File: src/rtl/ahb_input_stage.sv
// AHB-Lite master-side address-phase holding stage.
// Holds a refused address phase and stalls the master until accepted.
module ahb_input_stage #(
  parameter int AW = 32,
  parameter int PW = 4
) (
  input  logic          clk,
  input  logic          rst_n,
  input  logic          hsel_m,
  input  logic [AW-1:0] haddr_m,
  input  logic [1:0]    htrans_m,
  input  logic          hwrite_m,
  input  logic [2:0]    hsize_m,
  input  logic [2:0]    hburst_m,
  input  logic [PW-1:0] hprot_m,
  input  logic          hready_m,
  output logic          hreadyout_m,
  output logic          hresp_m,
  output logic [AW-1:0] haddr_s,
  output logic [1:0]    htrans_s,
  output logic          hwrite_s,
  output logic [2:0]    hsize_s,
  output logic [2:0]    hburst_s,
  output logic [PW-1:0] hprot_s,
  input  logic          s_addr_ack,
  input  logic          hready_s,
  input  logic          hresp_s
);

  logic          r_pend;
  logic          r_dphase;
  logic [AW-1:0] r_haddr;
  logic [1:0]    r_htrans;
  logic          r_hwrite;
  logic [2:0]    r_hsize;
  logic [2:0]    r_hburst;
  logic [PW-1:0] r_hprot;

  logic w_av;
  logic w_acc;
  logic w_cap;

  assign w_av  = hsel_m & htrans_m[1] & hready_m;
  assign w_acc = s_addr_ack & (r_pend | w_av);
  // a new phase arriving while one is held is ignored
  assign w_cap = w_av & ~s_addr_ack & ~r_pend;

  // capture refused address phase; release once downstream takes it
  always_ff @(posedge clk or negedge rst_n) begin
    if (!rst_n) begin
      r_pend   <= 1'b0;
      r_haddr  <= '0;
      r_htrans <= 2'b00;
      r_hwrite <= 1'b0;
      r_hsize  <= 3'd0;
      r_hburst <= 3'd0;
      r_hprot  <= '0;
    end else if (w_cap) begin
      r_pend   <= 1'b1;
      r_haddr  <= haddr_m;
      r_htrans <= htrans_m;
      r_hwrite <= hwrite_m;
      r_hsize  <= hsize_m;
      r_hburst <= hburst_m;
      r_hprot  <= hprot_m;
    end else if (r_pend && s_addr_ack) begin
      r_pend   <= 1'b0;
    end
  end

  // data phase open from acceptance until downstream ready
  always_ff @(posedge clk or negedge rst_n) begin
    if (!rst_n) begin
      r_dphase <= 1'b0;
    end else if (w_acc) begin
      r_dphase <= 1'b1;
    end else if (hready_s) begin
      r_dphase <= 1'b0;
    end
  end

  // downstream mux and master-side response
  always_comb begin
    haddr_s     = haddr_m;
    htrans_s    = w_av ? htrans_m : 2'b00;
    hwrite_s    = hwrite_m;
    hsize_s     = hsize_m;
    hburst_s    = hburst_m;
    hprot_s     = hprot_m;
    hreadyout_m = 1'b1;
    hresp_m     = 1'b0;
    if (r_pend) begin
      haddr_s     = r_haddr;
      htrans_s    = r_htrans;
      hwrite_s    = r_hwrite;
      hsize_s     = r_hsize;
      hburst_s    = r_hburst;
      hprot_s     = r_hprot;
      hreadyout_m = 1'b0;
    end else if (r_dphase) begin
      hreadyout_m = hready_s;
      hresp_m     = hresp_s;
    end
  end

endmodule

File: config.mk
export PLATFORM = sky130hd
export DESIGN_NAME = ahb_input_stage
export DESIGN_NICKNAME = d
export VERILOG_FILES = /design/src/rtl/ahb_input_stage.sv
export SDC_FILE = /design/constraint.sdc
export NUM_CORES = 1
export LEC_CHECK = 0
export ABC_CLOCK_PERIOD_IN_PS = 1500
export BUFFER_PORTS_ARGS = -buffer_cell sky130_fd_sc_hd__buf_4
export CAP_MARGIN = 10
export CORE_UTILIZATION = 49
export CTS_CLUSTER_SIZE = 20
export DETAILED_ROUTE_END_ITERATION = 16
export GPL_ROUTABILITY_DRIVEN = 0
export GPL_TIMING_DRIVEN = 0
export PLACE_DENSITY = 0.92
export SETUP_SLACK_MARGIN = 0.2
export SLEW_MARGIN = 20
export SYNTH_ARGS = -nofsm -noshare
export SYNTH_HDL_FRONTEND = slang
export SYNTH_SLANG_ARGS = --single-unit
export TNS_END_PERCENT = 100
File: constraint.sdc
create_clock -name clk -period 1.5 [get_ports clk]
set_input_delay 0.3 -clock clk [delete_from_list [all_inputs] [get_ports clk]]
set_output_delay 0.3 -clock clk [all_outputs]
set_load 0.03 [all_outputs]
==> Yosys cells after proc, flatten, opt, wreduce, memory -nomap -nowiden <==
Cells that the tools add are included.
Widths: inputs -> output; s select.
{ "totals": {"inputBits": 52, "output_inout_bits": 47, "ff_bits": 47, "wordCells": 34} }
{ "op_classes": {"n_bitwise": 8, "muxes": 15, "reduce_logical": 3} }
{ "ops": {"columns": ["cell", "n"], "rows": [
  ["$mux 32", 1],
  ["$mux 1", 9],
  ["$mux 3", 2],
  ["$and 1x1->1", 5],
  ["$mux 2", 2],
  ["$mux 4", 1],
  ["$reduce_bool 2->1", 2],
  ["$not 1->1", 2],
  ["$logic_and 1x1->1", 1],
  ["$or 1x1->1", 1]
]} }

==> Logic depth before layout (Yosys ltp) <==
Gate-level depths: netlist of run 1.
{ "depth": {"depth_word": 5, "mapped_depth": 5, "ltp_nobuf": 3} }

==> Worst setup path after synthesis of run 1 <==
No wires, ideal clock.
{ "synth_timing": {"path_kind": "reg2out", "from": "register r_pend", "to": "output htrans_s[0]", "t_arrival_ns": 1.489, "slack_ns": -0.289, "stages_incl_launch_ff": 5, "required_ns": 1.200, "n_path_buf": 3, "path_cell_list": "dfrtp_1 > buf_6 > buf_6 > buf_2 > o21ai_0"} }
{ "synth_via": {"elab_chain_cells": 1} }
{ "synth_rtl": {"columns": ["item", "line", "text"], "rows": [
  ["start, declared", "30", "logic r_pend;"],
  ["start signal, assigned", "51", "r_pend <= 1'b0;"],
  ["start signal, assigned", "59", "r_pend <= 1'b1;"],
  ["start signal, assigned", "67", "r_pend <= 1'b0;"],
  ["$mux 2", "92", "if (r_pend) begin"],
  ["end, declared", "20", "output logic [1:0] htrans_s,"]
]} }
No other way between the ends.

==> Worst setup path in the final report of run 1 <==
{ "layout_timing": {"from": "register r_pend", "to": "output haddr_s[27]"} }
{ "layout_via": {"elab_chain_cells": 1} }
{ "layout_rtl": {"columns": ["item", "line", "text"], "rows": [
  ["$mux 32", "92", null],
  ["end, declared", "19", "output logic [AW-1:0] haddr_s,"]
]} }
No other way between the ends.

==> flow_summary.yaml, run 1 <==
logic_synthesis:
  yosys-top-cells-area: "dfrtp_1 (47%), mux2_4 (23%), mux2_2 (22%)"
  yosysSeqAreaShare_pct: 47.1
  ys_warn_count: 0
  netlist.area_leader.share_pct: 47.1
  syn_area_mm2: 0.00250
  yosysTopAreaCell: "dfrtp_1"
  ys_ff_latch: 47
  syn_inst: 161
  syn-num-nets: 213
  synth.distinct_cells: 14
  syn_avg_cell_area_um2: 15.5
cells_and_area:
  area_growth_pct: 58.5
  design_area_mm2: 0.00396
  layout_common_cells: "buf_4 (91), mux2_4 (50), dfrtp_1 (47), mux2_2 (37), buf_6 (26)"
  layout.nets: 340
  layout-drive-gt1-share_pct: 80.6
  final_common_cell: "buf_4"
  finalNonFillerCells: 356
  antenna_cells: 0
critical_path:
  timing.rr.start: "r_pend"
  critPathKind: "reg2out"
  rr_worst_depth: 7
  rrSetupSlack_ps: -80
  cp.required_ps: 1200
  start_kind: "flop"
  end_kind: "primary output"
  r2r-end: "r_hprot[3]"
  cp_data_arrival_time_ps: 1540
  cp-endpoint: "haddr_s[27]"
  path_max_fanout: 8
  crit_start: "r_pend"
clocking:
  clock_sinks: 47
  cts_tree: "done"
  clock_latency_ps: 300
  root_buffer: "clkbuf_8"
  path_clk_slew_ps: 90
  htree_levels: 2
  cts_buffer_depth: 2
  numCtsBuffers: 5
die:
  rows: 25
  die_w_um: 73.4
  initial_core_util_pct: 51.9
  die_area_mm2: 0.00539
  ios: 99
  fp.dieH_um: 73.4
  core-area_mm2: 0.00482
timing:
  fin_crit_sh_pct: 123
  grt_setup_unrepaired: "true"
  setup_ws_ps: -343
  setup_viol: 86
  whs_ps: -15.9
  report.final.slew_viol_count: 0
  period_minus_slack_ps: 1840
  hold_viol: 10
  slew_headroom_pct: 60.3
  tightest_slew_ps: 596
  skew_ps: 6.91
  fmax_mhz: 543
hold_path:
  hold_path_class: "in2async"
drt:
  wl_per_cell_um: 17.0
  drt_wl_total_mm: 6.06
  drtPass1Iterations: 4
  drtIter0Drc: 37
  met3_length_um: 284
  met1Wirelength_mm: 2.32
  drc_errors: 0
  avgViaCountPerCell: 4.93
  routed.top_layer: "met4"
  route.vias.total: 1754
  ant_nets: 0
  wl_met2_mm: 3.36
pwr:
  p_leak_uw: 0.00201
  cellPowerDensity_mw_per_mm2: 998
  max-vdd-ir-drop_uv: 550
run_status:
  status: "complete, but fails checks"
  violations: "negative hold slack, negative setup slack"
placed_design:
  io_buffer_count: 98
  hpwlAfterDp_mm: 3.82
  dp.cells: 326
  dpl_cell_area_mm2: 0.00339
grt:
  grtUsageTotal_pct: 23.3
  grt_pass1_vias: 1839
  grt_pass1_wl_mm: 9.14
  grt_max_degree: 48
  grt_overflow: 0
  antenna_found_initial: 0
flow_run:
  max_cap_viol_count: 0
==> state kept, by name (all words and copies together), names as in the netlist <==
name and count:
r_haddr 32, r_hprot 4, r_hburst 3, r_hsize 3
r_htrans 2, r_dphase 1, r_hwrite 1, r_pend 1
==> stage by stage <==
step / setup TNS, ps / worst slack, ps / power [µW] / hold slack [ps] / utilization [%]
after global placement: -1470 / -95.8 / 2830 / 347 / 70.3
after CTS: -14720 / -327 / 3950 / 12.7 / 81.3
after global routing: -18850 / -376 / 4110 / 33.6 / 82.2
after detailed placement: -1730 / -110 / 2870 / 348 / 70.3
final: -16010 / -343 / 3960 / -15.9 / 82.2
after floorplan: 0 / 96.2 / 2490 / 4.41 / -
==> critical path, stage by stage, from the launching register on <==
cell     delay, ps
dfrtp_1        390
buf_6          140
buf_12         130
buf_12         140
mux2_4         300
buf_6          140
==> cell usage after synthesis <==
library cell and number:
nand2_8 1, inv_1 3, mux2_2 48, nand2_1 4, o21ai_0 1, o2bb2ai_1 1
buf_6 6, and3_2 1, nor2_8 1, a21oi_1 2, dfrtp_1 47, mux2_4 39
buf_2 4, nor2_1 3
==> routing by layer <==
metal | up-vias | GRT usage, %
met4 | 0 | 7.69
met1 | 869 | 26.0
met3 | 8 | 5.62
met2 | 52 | 43.3
met5 | - | 0
li1 | 825 | -
==> worst min-delay path by stage <==
stage	end	start	depth (start not counted)	slack [ps]
6_report	r_haddr[16]	rst_n	1	-20
3_3_place_gp	r_haddr[17]	rst_n	1	350
5_1_grt	r_haddr[16]	rst_n	1	30
3_5_place_dp	r_haddr[16]	rst_n	1	350
4_1_cts	r_haddr[23]	rst_n	1	10
2_1_floorplan	r_dphase	rst_n	0	4
==> cell families after synthesis <==
group                  after synthesis  share of synthesized area [%]
AND/OR/NAND/NOR                     10                           2.95
multiplexers                        87                           45.1
buffers and inverters               13                           3.96
flip-flops                          47                           47.1
AO/OA/AOI/OAI                        4                          0.951
==> cell type report <==
cell class              instances  area (µm²)
multi-input cells             102        1330
flip-flops and latches         47        1180
repair buffers                119        1090
fillers                       276         856
plain buffers                  10         154
well taps                      67        83.8
clock buffers                   6        82.6
clock inverters                 2        35.0
inverters                       3        11.3
==> where the power goes <==
part           switching [µW]  internal (µW)  total (µW)
Combinational             528            774        1300
Sequential                159           1530        1690
Clock                     424            539         963
==> repair_timing <==
action                     CTS  global route
hold buffers                 0             0
setup endpoints to repair   88            91
gates resized for setup     42             7
gates cloned                 5             0
pin swaps                    2             0
setup buffers               16             1
(Power assumes the default switching activity.)
==> inputs of run 2 (changes only) <==
--- a/config.mk
+++ b/config.mk
@@ -5,15 +5,17 @@
 export SDC_FILE = /design/constraint.sdc
 export NUM_CORES = 1
 export LEC_CHECK = 0
-export ABC_CLOCK_PERIOD_IN_PS = 1500
+export ABC_CLOCK_PERIOD_IN_PS = 2100
 export BUFFER_PORTS_ARGS = -buffer_cell sky130_fd_sc_hd__buf_4
 export CAP_MARGIN = 10
-export CORE_UTILIZATION = 49
+export CELL_PAD_IN_SITES_DETAIL_PLACEMENT = 1
+export CELL_PAD_IN_SITES_GLOBAL_PLACEMENT = 1
+export CORE_UTILIZATION = 38
 export CTS_CLUSTER_SIZE = 20
 export DETAILED_ROUTE_END_ITERATION = 16
 export GPL_ROUTABILITY_DRIVEN = 0
 export GPL_TIMING_DRIVEN = 0
-export PLACE_DENSITY = 0.92
+export PLACE_DENSITY = 0.9
 export SETUP_SLACK_MARGIN = 0.2
 export SLEW_MARGIN = 20
 export SYNTH_ARGS = -nofsm -noshare
==> constraint.sdc (replaced) <==
create_clock -name clk -period 2.1 [get_ports clk]
set_input_delay 0.42 -clock clk [delete_from_list [all_inputs] [get_ports clk]]
set_output_delay 0.42 -clock clk [all_outputs]
set_load 0.03 [all_outputs]
==> flow_summary.yaml, run 2 (synthesis gave the netlist of run 1 again) <==
run_status:
  status: "completed"
cells_and_area:
  top_regs: "r_haddr (32), r_hprot (4)"
  design_area_mm2: 0.00357
  layout_common_cells: "buf_4 (90), mux2_2 (48), dfrtp_1 (47), mux2_4 (39), buf_6 (18)"
  layout.nets: 323
  area_growth_pct: 42.8
  layout-drive-gt1-share_pct: 77.6
  largest-register: "r_haddr"
  largest_reg_flops: 32
  final_common_cell: "buf_4"
  finish.utilization_pct: 56.2
  antenna_cells: 0
timing:
  tightest_slew_ps: 613
  fmax_mhz: 529
  tns_ps: 0
  report.final.slew_viol_count: 0
  grt_setup_unrepaired: "true"
  slew_headroom_pct: 59.1
  fin_crit_sh_pct: 90.0
  period_minus_slack_ps: 1890
  whs_ps: 137
  skew_ps: 7.33
  setup_viol: 0
  hold_viol: 0
drt:
  drt_wl_total_mm: 5.63
  wl_per_cell_um: 16.1
  drtPass1Iterations: 3
  route.vias.total: 1685
  avgViaCountPerCell: 4.83
  ant_nets: 0
  drc_errors: 0
  drtIter0Drc: 18
die:
  fp.dieH_um: 83.1
  die_w_um: 83.1
  rows: 29
  core-area_mm2: 0.00635
  initial_core_util_pct: 39.3
  ios: 99
  die_area_mm2: 0.00690
hold_path:
  hold_path_class: "in2async"
clocking:
  holdBufCountCts: 0
  path_clk_slew_ps: 90
  clock_latency_ps: 290
  numCtsBuffers: 5
  cts_tree: "done"
  cts_buffer_depth: 2
  htree_levels: 2
  clock_sinks: 47
  root_buffer: "clkbuf_8"
grt:
  antenna_found_initial: 0
  grt_pass1_vias: 1874
  grtUsageTotal_pct: 16.9
  grt_max_degree: 48
  grt_pass1_wl_mm: 9.23
  grt_overflow: 0
placed_design:
  dpl_cell_area_mm2: 0.00333
  hpwlAfterDp_mm: 4.06
  io_buffer_count: 98
critical_path:
  start_kind: "flop"
  cp.required_ps: 1680
  critPathKind: "reg2out"
  path_max_fanout: 5
  end_kind: "primary output"
  cp_data_arrival_time_ps: 1470
pwr:
  cellPowerDensity_mw_per_mm2: 723
  p_leak_uw: 0.00180
  max-vdd-ir-drop_uv: 421
flow_run:
  max_cap_viol_count: 0
[run 2: through the flow]
step | total power, µW | setup WS (ps) | cells
after global routing | 2710 | 150 | 349
after floorplan | 1760 | 341 | 161
after CTS | 2600 | 176 | 348
after global placement | 2000 | 277 | 336
final | 2580 | 211 | 349
after detailed placement | 2040 | 271 | 336
[run 2: critical path, stage by stage (launching register included)]
cell and delay (ps):
dfrtp_1 380, buf_6 130, buf_8 130, clkbuf_16 140, buf_4 130, a21oi_2 110, buf_4 170
[run 2: path summary, 6_finish.rpt]
kind                              from           to  slack (ps)  cells after the start
setup / recovery                r_pend  htrans_s[1]         210                      6
hold / removal                   rst_n  r_hburst[2]         140                      1
setup reg to reg                r_pend  r_haddr[16]         640                      6
hold reg to reg            r_htrans[1]  r_htrans[1]         490                      2
max in group asynchronous        rst_n     r_dphase        1550                      1
min in group clk            s_addr_ack       r_pend         350                      2
[run 2: repair_timing]
item,4_1_cts,5_1_grt
resized for setup,11,11
pin swaps,0,1
endpoints found under the setup margin,37,45
buffers inserted,4,0
endpoints found under the hold margin,0,0
gates cloned,0,1
[run 2: routing by layer]
metal	vias up	wire length [µm]	track usage (%)
met1	843	2350	19.7
li1	792	-	-
met4	0	25	3.76
met2	48	3030	31.9
met3	2	232	3.08
met5	-	0	0
[run 2: cell type report]
class                      instances  area [µm²]
clock buffer                       7        76.3
tap                               77        96.3
multi-input combinational        101        1230
buffer                            10         109
sequential                        47        1180
clock inverter                     1        5.00
fill                             633        2780
inverter                           3        11.3
timing repair buffer             103         865
[run 2: power by group]
group	total (µW)	internal [µW]	switching, µW
clock	521	234	287
combinational	859	506	353
sequential	1200	1090	105
total	2580	1830	745
==> inputs of run 3 (changes only) <==
--- a/config.mk
+++ b/config.mk
@@ -7,7 +7,7 @@
 export LEC_CHECK = 0
 export ABC_CLOCK_PERIOD_IN_PS = 2100
 export BUFFER_PORTS_ARGS = -buffer_cell sky130_fd_sc_hd__buf_4
-export CAP_MARGIN = 10
+export CAP_MARGIN = 25
 export CELL_PAD_IN_SITES_DETAIL_PLACEMENT = 1
 export CELL_PAD_IN_SITES_GLOBAL_PLACEMENT = 1
 export CORE_UTILIZATION = 38
@@ -15,7 +15,8 @@
 export DETAILED_ROUTE_END_ITERATION = 16
 export GPL_ROUTABILITY_DRIVEN = 0
 export GPL_TIMING_DRIVEN = 0
-export PLACE_DENSITY = 0.9
+export PLACE_DENSITY = 0.82
+export REMOVE_ABC_BUFFERS = 1
 export SETUP_SLACK_MARGIN = 0.2
 export SLEW_MARGIN = 20
 export SYNTH_ARGS = -nofsm -noshare
==> flow_summary.yaml, run 3 (synthesis gave the netlist of run 1 again) <==
critical_path:
  cp.required_ps: 1680
  critPathKind: "reg2out"
  crit_path_top_delay_cell: "dfrtp_4"
  max_stage_delay_ps: 500
  rrSetupSlack_ps: 250
  r2r-end: "r_haddr[8]"
  cp.buffers_inverters: 2
  rr_worst_depth: 5
  end_kind: "primary output"
  crit_chain: "clkbuf_16, mux2_2, buf_4"
  cp_data_arrival_time_ps: 1480
  start_kind: "flop"
  timing.rr.start: "r_pend"
  cp_top_family: "flip-flops"
  path_max_fanout: 12
clocking:
  root_buffer: "clkbuf_8"
  path_clk_slew_ps: 80
  htree_levels: 2
  cts_buffer_depth: 2
  holdBufCountCts: 0
  cts_tree: "done"
  clock_latency_ps: 280
  clock_sinks: 47
  numCtsBuffers: 5
die:
  rows: 29
  fp.dieH_um: 83.1
  initial_core_util_pct: 39.3
  core-area_mm2: 0.00635
  ios: 99
  die_area_mm2: 0.00690
  die_w_um: 83.1
pwr:
  p_leak_uw: 0.00173
  max-vdd-ir-drop_uv: 337
  cellPowerDensity_mw_per_mm2: 756
  total_power_uw: 2600
timing:
  skew_ps: 1.31
  fin_crit_sh_pct: 90.6
  grt_setup_unrepaired: "true"
  tightest_slew_ps: 606
  slew_headroom_pct: 59.6
  period_minus_slack_ps: 1900
  hold_viol: 0
  fmax_mhz: 526
  tns_ps: 0
  setup_viol: 0
  report.final.slew_viol_count: 0
grt:
  grt_pass1_vias: 1882
  grt_overflow: 0
  grt_pass1_wl_mm: 9.18
  grt_max_degree: 48
  grtUsageTotal_pct: 16.5
  antenna_found_initial: 0
placed_design:
  io_buffer_count: 98
  hpwlAfterDp_mm: 3.65
flow_run:
  max_cap_viol_count: 0
cells_and_area:
  final_common_cell: "buf_4"
  area_growth_pct: 37.8
  top_regs: "r_haddr (32), r_hprot (4)"
  layout.nets: 313
  largest_reg_flops: 32
  largest-register: "r_haddr"
  layout_common_cells: "buf_4 (99), mux2_2 (48), dfrtp_1 (46), mux2_4 (39), clkbuf_8 (7)"
  antenna_cells: 0
  layout-drive-gt1-share_pct: 77.1
drt:
  ant_nets: 0
  avgViaCountPerCell: 4.80
  drtPass1Iterations: 4
  drtIter0Drc: 19
  route.vias.total: 1626
  drc_errors: 0
  drt_wl_total_mm: 5.39
  wl_per_cell_um: 15.9
hold_path:
  hold_path_class: "in2async"
run_status:
  status: "completed"
run 3: per-layer routing:
| layer | track usage [%] | part of all wire, % |
|---|---|---|
| met5 | 0 | 0 |
| met4 | 3.76 | 0.33 |
| met3 | 3.38 | 4.7 |
| met2 | 28.2 | 52 |
| met1 | 21.6 | 43 |
run 3: worst register-to-register path: cells and delay by family, from the launching register on:
family / cells / cell delay [ps]
buffers and inverters: 2 / 360
flip-flops: 1 / 540
multiplexers: 1 / 430
AND/OR/NAND/NOR: 2 / 420
run 3: worst max path at each step:
stage | to | start | depth (start not counted) | slack (ps)
floorplan | htrans_s[1] | r_pend | 2 | -410
global placement | htrans_s[1] | r_pend | 3 | -840
detailed placement | r_haddr[9] | r_pend | 4 | 70
CTS | haddr_s[11] | r_pend | 3 | 180
global route | haddr_s[9] | r_pend | 3 | 140
finish | haddr_s[9] | r_pend | 3 | 200
run 3: metrics by stage:
step | area, µm² | hold WS (ps) | cells | setup WS [ps] | util (%)
after floorplan | 2410 | 124 | 151 | -411 | -
after global placement | 3240 | 426 | 326 | -839 | 51.1
after detailed placement | 3260 | 434 | 327 | 66.3 | 51.4
after CTS | 3400 | 159 | 337 | 182 | 53.5
after global routing | 3440 | 179 | 339 | 144 | 54.2
final | 3440 | 126 | 339 | 198 | 54.2
run 3: timing repair:
action | CTS | global route
gates resized for setup | 1 | 3
setup endpoints to repair | 91 | 31
cloned | 0 | 1
hold endpoints to repair | 0 | 0
setup buffers | 2 | 1
run 3: area by class of cell:
cell class	count	area, µm²
Inverter	3	11.3
Sequential cell	47	1180
Fill cell	644	2910
Multi-Input combinational cell	101	1230
Tap cell	77	96.3
Clock buffer	8	100
Timing Repair Buffer	103	828
run 3: power breakdown:
| part | switching (µW) | leakage (µW) | internal [µW] |
|---|---|---|---|
| sequential | 101 | 0.000562 | 1090 |
| combinational | 341 | 0.00112 | 481 |
| clock | 283 | 0.0000515 | 301 |
